**config.mk**
```make
export PLATFORM = sky130hd
export DESIGN_NAME = spi_rx_flat
export DESIGN_NICKNAME = d
export VERILOG_FILES = /design/src/rtl/spi_pkg.sv /design/src/rtl/spi_rx_if.sv /design/src/rtl/spi_rx_fifo.sv /design/src/rtl/spi_rx.sv /design/src/flat_wrapper.sv
export SDC_FILE = /design/constraint.sdc
export NUM_CORES = 1
export LEC_CHECK = 0
export CAP_MARGIN = 10
export CORE_ASPECT_RATIO = 0.6
export CORE_MARGIN = 10
export CORE_UTILIZATION = 52
export CTS_CLUSTER_DIAMETER = 30
export DETAILED_ROUTE_END_ITERATION = 6
export PLACE_DENSITY = 0.87
export SYNTH_ARGS = -nofsm -noshare
export SYNTH_HDL_FRONTEND = slang
export SYNTH_SLANG_ARGS = --single-unit
```
**constraint.sdc**
```tcl
create_clock -name clk -period 1.7 [get_ports clk]
set_input_delay 0.255 -clock clk [delete_from_list [all_inputs] [get_ports clk]]
set_output_delay 0.255 -clock clk [all_outputs]
set_load 0.02 [all_outputs]
```
**src/rtl/spi_pkg.sv**
```systemverilog
// Shared SPI definitions: word length, shift-direction encodings and receiver FSM states.
package spi_pkg;

    localparam int SPI_DATA_LENGTH = 8;
    localparam int SPI_MSB_FIRST   = 0;
    localparam int SPI_LSB_FIRST   = 1;

    typedef enum logic [0:0] {
        RX_IDLE  = 1'b0,
        RX_SHIFT = 1'b1
    } rx_state_t;

endpackage

```
**src/rtl/spi_rx_if.sv**
```systemverilog
// Serial lines plus the received-word valid/ready handshake of the SPI receiver.
interface spi_rx_if #(
    parameter int DATA_LENGTH = 8
);
    logic                   mclk;
    logic                   ss_n;
    logic                   miso;
    logic [DATA_LENGTH-1:0] rx_data;
    logic                   rx_valid;
    logic                   rx_ready;
    logic                   overrun;
    logic                   frame_err;

    modport master (
        output mclk, ss_n, miso, rx_ready,
        input  rx_data, rx_valid, overrun, frame_err
    );

    modport slave (
        input  mclk, ss_n, miso, rx_ready,
        output rx_data, rx_valid, overrun, frame_err
    );
endinterface

```
**src/rtl/spi_rx_fifo.sv**
```systemverilog
// Output FIFO for the SPI receiver; push while full is accepted only if a pop happens in the same cycle.
module spi_rx_fifo #(
    parameter int DATA_LENGTH = 8,
    parameter int FIFO_DEPTH  = 4
) (
    input  logic                   clk,
    input  logic                   rst,
    input  logic                   push_i,
    input  logic [DATA_LENGTH-1:0] push_data_i,
    input  logic                   pop_i,
    output logic [DATA_LENGTH-1:0] head_data_o,
    output logic                   valid_o,
    output logic                   full_o
);
    localparam int PTR_W = $clog2(FIFO_DEPTH);
    localparam int CNT_W = $clog2(FIFO_DEPTH + 1);
    localparam logic [CNT_W-1:0] FULL_CNT = CNT_W'(FIFO_DEPTH);

    logic [DATA_LENGTH-1:0] mem_q [FIFO_DEPTH];
    logic [DATA_LENGTH-1:0] mem_d [FIFO_DEPTH];
    logic [PTR_W-1:0]       wr_ptr_q, wr_ptr_d;
    logic [PTR_W-1:0]       rd_ptr_q, rd_ptr_d;
    logic [CNT_W-1:0]       count_q, count_d;
    logic [DATA_LENGTH-1:0] head_q, head_d;
    logic                   do_push;
    logic                   do_pop;

    always_comb begin
        mem_d    = mem_q;
        wr_ptr_d = wr_ptr_q;
        rd_ptr_d = rd_ptr_q;
        count_d  = count_q;
        head_d   = head_q;
        do_pop   = pop_i && (count_q != '0);
        do_push  = push_i && ((count_q != FULL_CNT) || do_pop);

        if (do_push) begin
            mem_d[wr_ptr_q] = push_data_i;
            wr_ptr_d        = wr_ptr_q + PTR_W'(1);
        end
        if (do_pop) begin
            rd_ptr_d = rd_ptr_q + PTR_W'(1);
        end

        case ({do_push, do_pop})
            2'b10:   count_d = count_q + CNT_W'(1);
            2'b01:   count_d = count_q - CNT_W'(1);
            default: count_d = count_q;
        endcase

        // Head is registered so the output keeps its last word once the FIFO drains.
        if (count_d != '0) begin
            head_d = mem_d[rd_ptr_d];
        end
    end

    always_ff @(posedge clk or posedge rst) begin
        if (rst) begin
            for (int i = 0; i < FIFO_DEPTH; i++) begin
                mem_q[i] <= '0;
            end
            wr_ptr_q <= '0;
            rd_ptr_q <= '0;
            count_q  <= '0;
            head_q   <= '0;
        end else begin
            mem_q    <= mem_d;
            wr_ptr_q <= wr_ptr_d;
            rd_ptr_q <= rd_ptr_d;
            count_q  <= count_d;
            head_q   <= head_d;
        end
    end

    assign head_data_o = head_q;
    assign valid_o     = (count_q != '0);
    assign full_o      = (count_q == FULL_CNT);

endmodule

```
**src/rtl/spi_rx.sv**
```systemverilog
// Mode-0 SPI receiver: synchronises MCLK/SS_N/MISO, deserialises words, flags aborted frames and overruns.
// Define SPI_RX_FIFO_EN to replace the single holding register with a FIFO_DEPTH-entry FIFO.
module spi_rx
    import spi_pkg::*;
#(
    parameter int DATA_LENGTH     = SPI_DATA_LENGTH,
    parameter int SHIFT_DIRECTION = SPI_MSB_FIRST,
    parameter int FIFO_DEPTH      = 4
) (
    input logic     clk,
    input logic     rst,
    spi_rx_if.slave bus
);
    localparam int CNT_W = $clog2(DATA_LENGTH + 1);
    localparam logic [CNT_W-1:0] LAST_BIT = CNT_W'(DATA_LENGTH - 1);

    if (FIFO_DEPTH < 2 || (FIFO_DEPTH & (FIFO_DEPTH - 1)) != 0) begin : g_depth_chk
        $error("spi_rx: FIFO_DEPTH must be a power of 2 >= 2");
    end

    logic [2:0]             mclk_sync_q, mclk_sync_d;
    logic [2:0]             ss_sync_q, ss_sync_d;
    logic [1:0]             miso_sync_q, miso_sync_d;
    rx_state_t              state_q, state_d;
    logic [CNT_W-1:0]       cnt_q, cnt_d;
    logic [DATA_LENGTH-1:0] shreg_q, shreg_d;
    logic [DATA_LENGTH-1:0] shifted;
    logic                   frame_err_q, frame_err_d;
    logic                   overrun_q, overrun_d;
    logic                   mclk_rise;
    logic                   ss_fall;
    logic                   ss_rise;
    logic                   miso_bit;
    logic                   push;
    logic                   pop;

    assign mclk_sync_d = {mclk_sync_q[1:0], bus.mclk};
    assign ss_sync_d   = {ss_sync_q[1:0], bus.ss_n};
    assign miso_sync_d = {miso_sync_q[0], bus.miso};

    assign mclk_rise = mclk_sync_q[1] & ~mclk_sync_q[2];
    assign ss_fall   = ~ss_sync_q[1] & ss_sync_q[2];
    assign ss_rise   = ss_sync_q[1] & ~ss_sync_q[2];
    assign miso_bit  = miso_sync_q[1];

    assign shifted = (SHIFT_DIRECTION == SPI_LSB_FIRST)
                   ? {miso_bit, shreg_q[DATA_LENGTH-1:1]}
                   : {shreg_q[DATA_LENGTH-2:0], miso_bit};

    always_comb begin
        state_d     = state_q;
        cnt_d       = cnt_q;
        shreg_d     = shreg_q;
        push        = 1'b0;
        frame_err_d = 1'b0;

        case (state_q)
            RX_IDLE: begin
                if (ss_fall) begin
                    state_d = RX_SHIFT;
                    cnt_d   = '0;
                    shreg_d = '0;
                end
            end
            RX_SHIFT: begin
                if (mclk_rise) begin
                    shreg_d = shifted;
                    if (cnt_q == LAST_BIT) begin
                        push  = 1'b1;
                        cnt_d = '0;
                    end else begin
                        cnt_d = cnt_q + CNT_W'(1);
                    end
                end
                // A bit arriving with the SS_N release is counted before judging the frame.
                if (ss_rise) begin
                    state_d     = RX_IDLE;
                    frame_err_d = (cnt_d != '0);
                    cnt_d       = '0;
                end
            end
            default: begin
                state_d = RX_IDLE;
                cnt_d   = '0;
            end
        endcase
    end

    assign pop = bus.rx_valid & bus.rx_ready;

`ifdef SPI_RX_FIFO_EN
    logic fifo_full;

    spi_rx_fifo #(
        .DATA_LENGTH (DATA_LENGTH),
        .FIFO_DEPTH  (FIFO_DEPTH)
    ) u_fifo (
        .clk         (clk),
        .rst         (rst),
        .push_i      (push),
        .push_data_i (shifted),
        .pop_i       (pop),
        .head_data_o (bus.rx_data),
        .valid_o     (bus.rx_valid),
        .full_o      (fifo_full)
    );

    assign overrun_d = push & fifo_full & ~pop;
`else
    logic [DATA_LENGTH-1:0] hold_data_q, hold_data_d;
    logic                   hold_valid_q, hold_valid_d;

    always_comb begin
        hold_data_d  = hold_data_q;
        hold_valid_d = hold_valid_q;
        overrun_d    = 1'b0;
        if (pop) begin
            hold_valid_d = 1'b0;
        end
        if (push) begin
            if (!hold_valid_q || pop) begin
                hold_data_d  = shifted;
                hold_valid_d = 1'b1;
            end else begin
                overrun_d = 1'b1;
            end
        end
    end

    always_ff @(posedge clk or posedge rst) begin
        if (rst) begin
            hold_data_q  <= '0;
            hold_valid_q <= 1'b0;
        end else begin
            hold_data_q  <= hold_data_d;
            hold_valid_q <= hold_valid_d;
        end
    end

    assign bus.rx_data  = hold_data_q;
    assign bus.rx_valid = hold_valid_q;
`endif

    always_ff @(posedge clk or posedge rst) begin
        if (rst) begin
            mclk_sync_q <= 3'b000;
            ss_sync_q   <= 3'b111;
            miso_sync_q <= 2'b00;
            state_q     <= RX_IDLE;
            cnt_q       <= '0;
            shreg_q     <= '0;
            frame_err_q <= 1'b0;
            overrun_q   <= 1'b0;
        end else begin
            mclk_sync_q <= mclk_sync_d;
            ss_sync_q   <= ss_sync_d;
            miso_sync_q <= miso_sync_d;
            state_q     <= state_d;
            cnt_q       <= cnt_d;
            shreg_q     <= shreg_d;
            frame_err_q <= frame_err_d;
            overrun_q   <= overrun_d;
        end
    end

    assign bus.overrun   = overrun_q;
    assign bus.frame_err = frame_err_q;

endmodule

```
**src/flat_wrapper.sv**
```systemverilog
// flat-port wrapper written by rule: the top's interface ports become plain ports
module spi_rx_flat import spi_pkg::*;
#(
    parameter int DATA_LENGTH     = SPI_DATA_LENGTH,
    parameter int SHIFT_DIRECTION = SPI_MSB_FIRST,
    parameter int FIFO_DEPTH      = 4
)
  (clk, rst, bus_mclk, bus_ss_n, bus_miso, bus_rx_ready, bus_rx_data, bus_rx_valid, bus_overrun, bus_frame_err);
  spi_rx_if #(.DATA_LENGTH(DATA_LENGTH)) bus_i ();
  input logic clk;
  input logic rst;
  input wire logic [$bits(bus_i.mclk)-1:0] bus_mclk;
  input wire logic [$bits(bus_i.ss_n)-1:0] bus_ss_n;
  input wire logic [$bits(bus_i.miso)-1:0] bus_miso;
  input wire logic [$bits(bus_i.rx_ready)-1:0] bus_rx_ready;
  output wire logic [$bits(bus_i.rx_data)-1:0] bus_rx_data;
  output wire logic [$bits(bus_i.rx_valid)-1:0] bus_rx_valid;
  output wire logic [$bits(bus_i.overrun)-1:0] bus_overrun;
  output wire logic [$bits(bus_i.frame_err)-1:0] bus_frame_err;
  assign bus_i.mclk = bus_mclk;
  assign bus_i.ss_n = bus_ss_n;
  assign bus_i.miso = bus_miso;
  assign bus_i.rx_ready = bus_rx_ready;
  assign bus_rx_data = bus_i.rx_data;
  assign bus_rx_valid = bus_i.rx_valid;
  assign bus_overrun = bus_i.overrun;
  assign bus_frame_err = bus_i.frame_err;
  spi_rx #(.DATA_LENGTH(DATA_LENGTH), .SHIFT_DIRECTION(SHIFT_DIRECTION), .FIFO_DEPTH(FIFO_DEPTH)) u_core (.clk(clk), .rst(rst), .bus(bus_i));
endmodule
```
Word level (Yosys, flattened, before mapping)
Cells that the tools add are included.

Eq/ne operators: 3. Bitwise logic cells: 8. Muxes and demuxes: 22. Add/subtract/negate cells: 1. Reduce and logical (&&, ||, !) cells: 5.

Operators with widths (number): 4-bit 2-to-1 mux (5); 7-bit 2-to-1 mux (2); 7-bit one-hot mux with 2 select lines (1); 1-bit 2-to-1 mux (12); 4-bit one-hot mux with 2 select lines (1); 4-bit by 1-bit adder with 4-bit output, second input constant (1); 1-bit AND (4); 4-bit by 3-bit == test with 1-bit output, second input constant (1); 1-bit NOT (4); 2-bit AND reduction (2); 4-bit nonzero test (1); 2-bit by 1-bit != test with 1-bit output, second input constant (1); 2-bit != test, second input constant (1); 1-bit one-hot mux with 2 select lines (1); 1-bit zero test (1); 1-bit logical OR (1).

Flip-flop bits (word level): 31. Logic and storage cells: 49.

Longest topological paths before layout
Word-level depth: 7. Mapped depth: 6.

Least setup slack after synthesis
OpenSTA, ideal clock, no wires.

Kind: register to register. Start: reg u_core.cnt_q[0]. End: reg u_core.hold_data_q[0] (netlist: u_core.bus.rx_data[0]). Cell stages (with the launch flop): 6. Path buffers: 1. Data required time: 1.575 ns. Arrival time: 1.444 ns. Setup slack: 0.131 ns. Clock period less this slack: 1.569 ns. Cells stage by stage: dfrtp_1 ha_1 and3b_4 and3_4 buf_6 mux2_4.

Word-level cells in the longest chain between the ends: 5.

Ends and longest elaborated chain: from (decl) (RTL line spi_rx.sv:25) `logic [CNT_W-1:0] cnt_q, cnt_d;`; from (signal assigned) (RTL line spi_rx.sv:159) `cnt_q <= cnt_d;`; 4-bit by 3-bit == test with 1-bit output (RTL line spi_rx.sv:68) `if (cnt_q == LAST_BIT) begin`; 1-bit 2-to-1 mux (RTL line spi_rx.sv:68); 1-bit 2-to-1 mux (RTL line spi_rx.sv:66) `if (mclk_rise) begin`; 1-bit 2-to-1 mux (RTL line spi_rx.sv:57) `case (state_q)`; 2-bit AND reduction (no source line); to (signal assigned) (RTL line spi_rx.sv:135) `hold_data_q <= hold_data_d;`; to (decl) (RTL line spi_rx.sv:110) `logic [DATA_LENGTH-1:0] hold_data_q, hold_data_d;`.

Every way passes these cells. A chain may end at the register's enable or synchronous reset.

Final worst setup path
Start: reg u_core.cnt_q[1]. End: reg u_core.hold_data_q[1] (netlist: u_core.bus.rx_data[1]).

The elaborated chain is that of the path after synthesis.

==> metrics.cfg <==
[floorplanning]
design.die.area_sq_mm = 0.00489
rows = 13
ios = 17
core_sq_mm = 0.00224
die_height_um = 58.3
die_w_um = 83.8
initial_core_util_pct = 56.6

[logic_synthesis]
ys_ff_latch = 31
async_flop_share_pct = 100
yosysUniqueCellTypes = 31
yosys_warnings = 0
synthFlopType = dfrtp_1
synthesis.nets = 102
yosys-top-cells-area = dfrtp_1 55%, mux2_4 9.4%, dfstp_2 6.2%
synth_top_area_cell = dfrtp_1
synth_top_area_share_pct = 55.1
syn_inst = 95
yosysMostFrequentCell = dfrtp_1
synth_area_sq_mm = 0.00127
synth.cells.most_frequent = 28 x dfrtp_1, 9 x nor2_1, 8 x mux2_4
ys_seq_area_share_pct = 61.3
avgSynthCellArea_sq_um = 13.4
synth_edf_count = 0

[detailed_routing]
ant_nets = 0
drtIter0Drc = 55
wl_per_cell_um = 16.9
first_pass_iters = 4
via_per_inst = 5.57
drc = 0
drt-total-wl_um = 2520
via_count = 830

[cts]
clock-root-buffer = clkbuf_8
cts_setup_buffers = 0
clkSinkCount = 31
cts_buffer_depth = 2
ctsResizeCount = 0
htreeDepth = 2
cts_tree = done
path_clk_slew_ns = 0.06
cts_inserted_buffers = 5
postCtsHoldBufs = 0
worstSkewPairLatency_ns = 0.28

[layout]
layout-drive-gt1-share_pct = 24.4
layout.nets = 125
syn_to_final_growth_pct = 24.5
nFillCells = 161
stdcell_count = 149
final_core_util_pct = 70.5
final_area_sq_mm = 0.00158
regArea_sq_um = 779
multi_input_area_sq_um = 459
diodes = 0

[timing]
max_freq_mhz = 620
slew-limit-headroom_pct = 71.1
finalCriticalPeriod_ns = 1.61
report.final.slew_viol_count = 0
tns_ns = 0
hold_viol = 0
whs_ns = 0.264
fin_skew_ns = 0.00583
rsz0062_at_grt = no
tightest_slew_ns = 0.432
setup_viol = 0
timing.final.crit_share_pct = 95.0

[critical_path]
slowest_delay_ns = 0.40
cp_max_fo = 8
start_kind = flip-flop
critPathCaptureType = flip-flop
required_ns = 1.86
worst-setup-path-type = reg -> reg
cp_slowest_cell = dfrtp_1
worstPathCellList = ha_2, and3b_4, and3_4, mux2_4
arrival_ns = 1.78

[power]
p_leak_uw = 0.000723
p_int_uw = 1220
p_clk_share_pct = 39.2
power.density_mw_per_mm2 = 1010
p_sw_uw = 379
seqPwrFrac_pct = 51.5
ir_worst_vdd_mv = 0.682
p_comb_share_pct = 9.3
swShare_pct = 23.6

[place]
place_inst = 141
hpwl_um = 1850
place_congestion = 0.954
portBuffers = 16
place_area_sq_mm = 0.00148

[global_route]
grt_pass1_vias = 860
antenna_found_initial = 0
grt_pass1_wl_um = 4300
grtUsageTotal_pct = 11.4
grt_max_degree = 23
grt_overflow = 0

[run]
cap_violations = 0

[status]
status = complete, no violations

[worst_hold_path]
hold_path.class = in -> async

-- kinds of logic after synthesis --
logic type / share of synthesized area [%]
flops: 61.3
buf+inv: 2.76
fa+ha+maj: 0.984
compound gates: 12.5
mux: 9.45
simple gates: 13.0
-- cell usage in the layout (no fill, tap or decap), types with 3 or more instances in the layout --
master / netlist / layout
dfrtp_1: 28 / 28
clkdlybuf4s50_1: 0 / 16
nor2_1: 9 / 9
mux2_4: 8 / 8
a22o_1: 7 / 7
clkbuf_8: 0 / 7
nand2_1: 5 / 5
a21oi_1: 4 / 4
o21ai_0: 3 / 3
dfstp_2: 3 / 3
-- path summary, 6_finish.rpt --
kind / end / from / cells after the start / slack, ns
worst max register to register: u_core.bus.rx_data[1] / u_core.cnt_q[1] / 4 / 0.09
worst max-delay path: u_core.bus.rx_data[1] / u_core.cnt_q[1] / 4 / 0.09
max in group asynchronous: u_core.bus.rx_data[4] / rst / 3 / 0.98
worst min register to register: u_core.miso_sync_q[1] / u_core.miso_sync_q[0] / 0 / 0.36
worst min-delay path: u_core.cnt_q[3] / rst / 2 / 0.26
min in group clk: u_core.miso_sync_q[1] / u_core.miso_sync_q[0] / 0 / 0.36
-- metrics by stage --
stage               power [uW]  setup slack [ns]
floorplan                  926             0.131
global placement           973             0.144
detailed placement         986            0.0773
CTS                       1620            0.0745
global route              1670            0.0396
finish                    1600            0.0858
-- power groups by stage --
stage | logic, uW | clock network (uW) | registers, uW
floorplan | 99.9 | 0 | 827
global placement | 140 | 0 | 834
detailed placement | 147 | 0 | 839
CTS | 148 | 641 | 825
global route | 165 | 670 | 833
finish | 149 | 628 | 827
-- worst max-delay path: cells and delay by family, from the launching register on --
family | cells | cell delay (ns)
DFF | 1 | 0.40
adders and majority gates | 1 | 0.25
and+or+nand+nor | 2 | 0.52
muxes | 1 | 0.32
-- cell type report --
cell class / count / area share, %
timing repair buffer: 19 / 12.3
sequential: 31 / 49.2
clock buffer: 8 / 6.32
multi-input combinational: 58 / 29.0
inverter: 3 / 0.711
tap: 30 / 2.37
-- per-layer routing --
metal	GRT usage (%)	vias to the layer above	routed length, um	share of wire, %
met3	4.95	9	163	6.5
met2	16.6	31	1100	44
li1	-	382	-	-
met4	8.55	0	87	3.4
met5	0	-	0	0
met1	13.3	408	1170	46
-- flip-flops by register name (all words and copies together) (netlist names) --
signal / count
u_core.cnt_q: 4
u_core.bus.rx_valid: 1
u_core.state_q: 1
u_core.miso_sync_q: 2
u_core.mclk_sync_q: 3
u_core.ss_sync_q: 3
u_core.bus.overrun: 1
u_core.shreg_q: 7
u_core.bus.rx_data: 8
u_core.bus.frame_err: 1
Note: power is estimated with default switching activity, not from simulation.
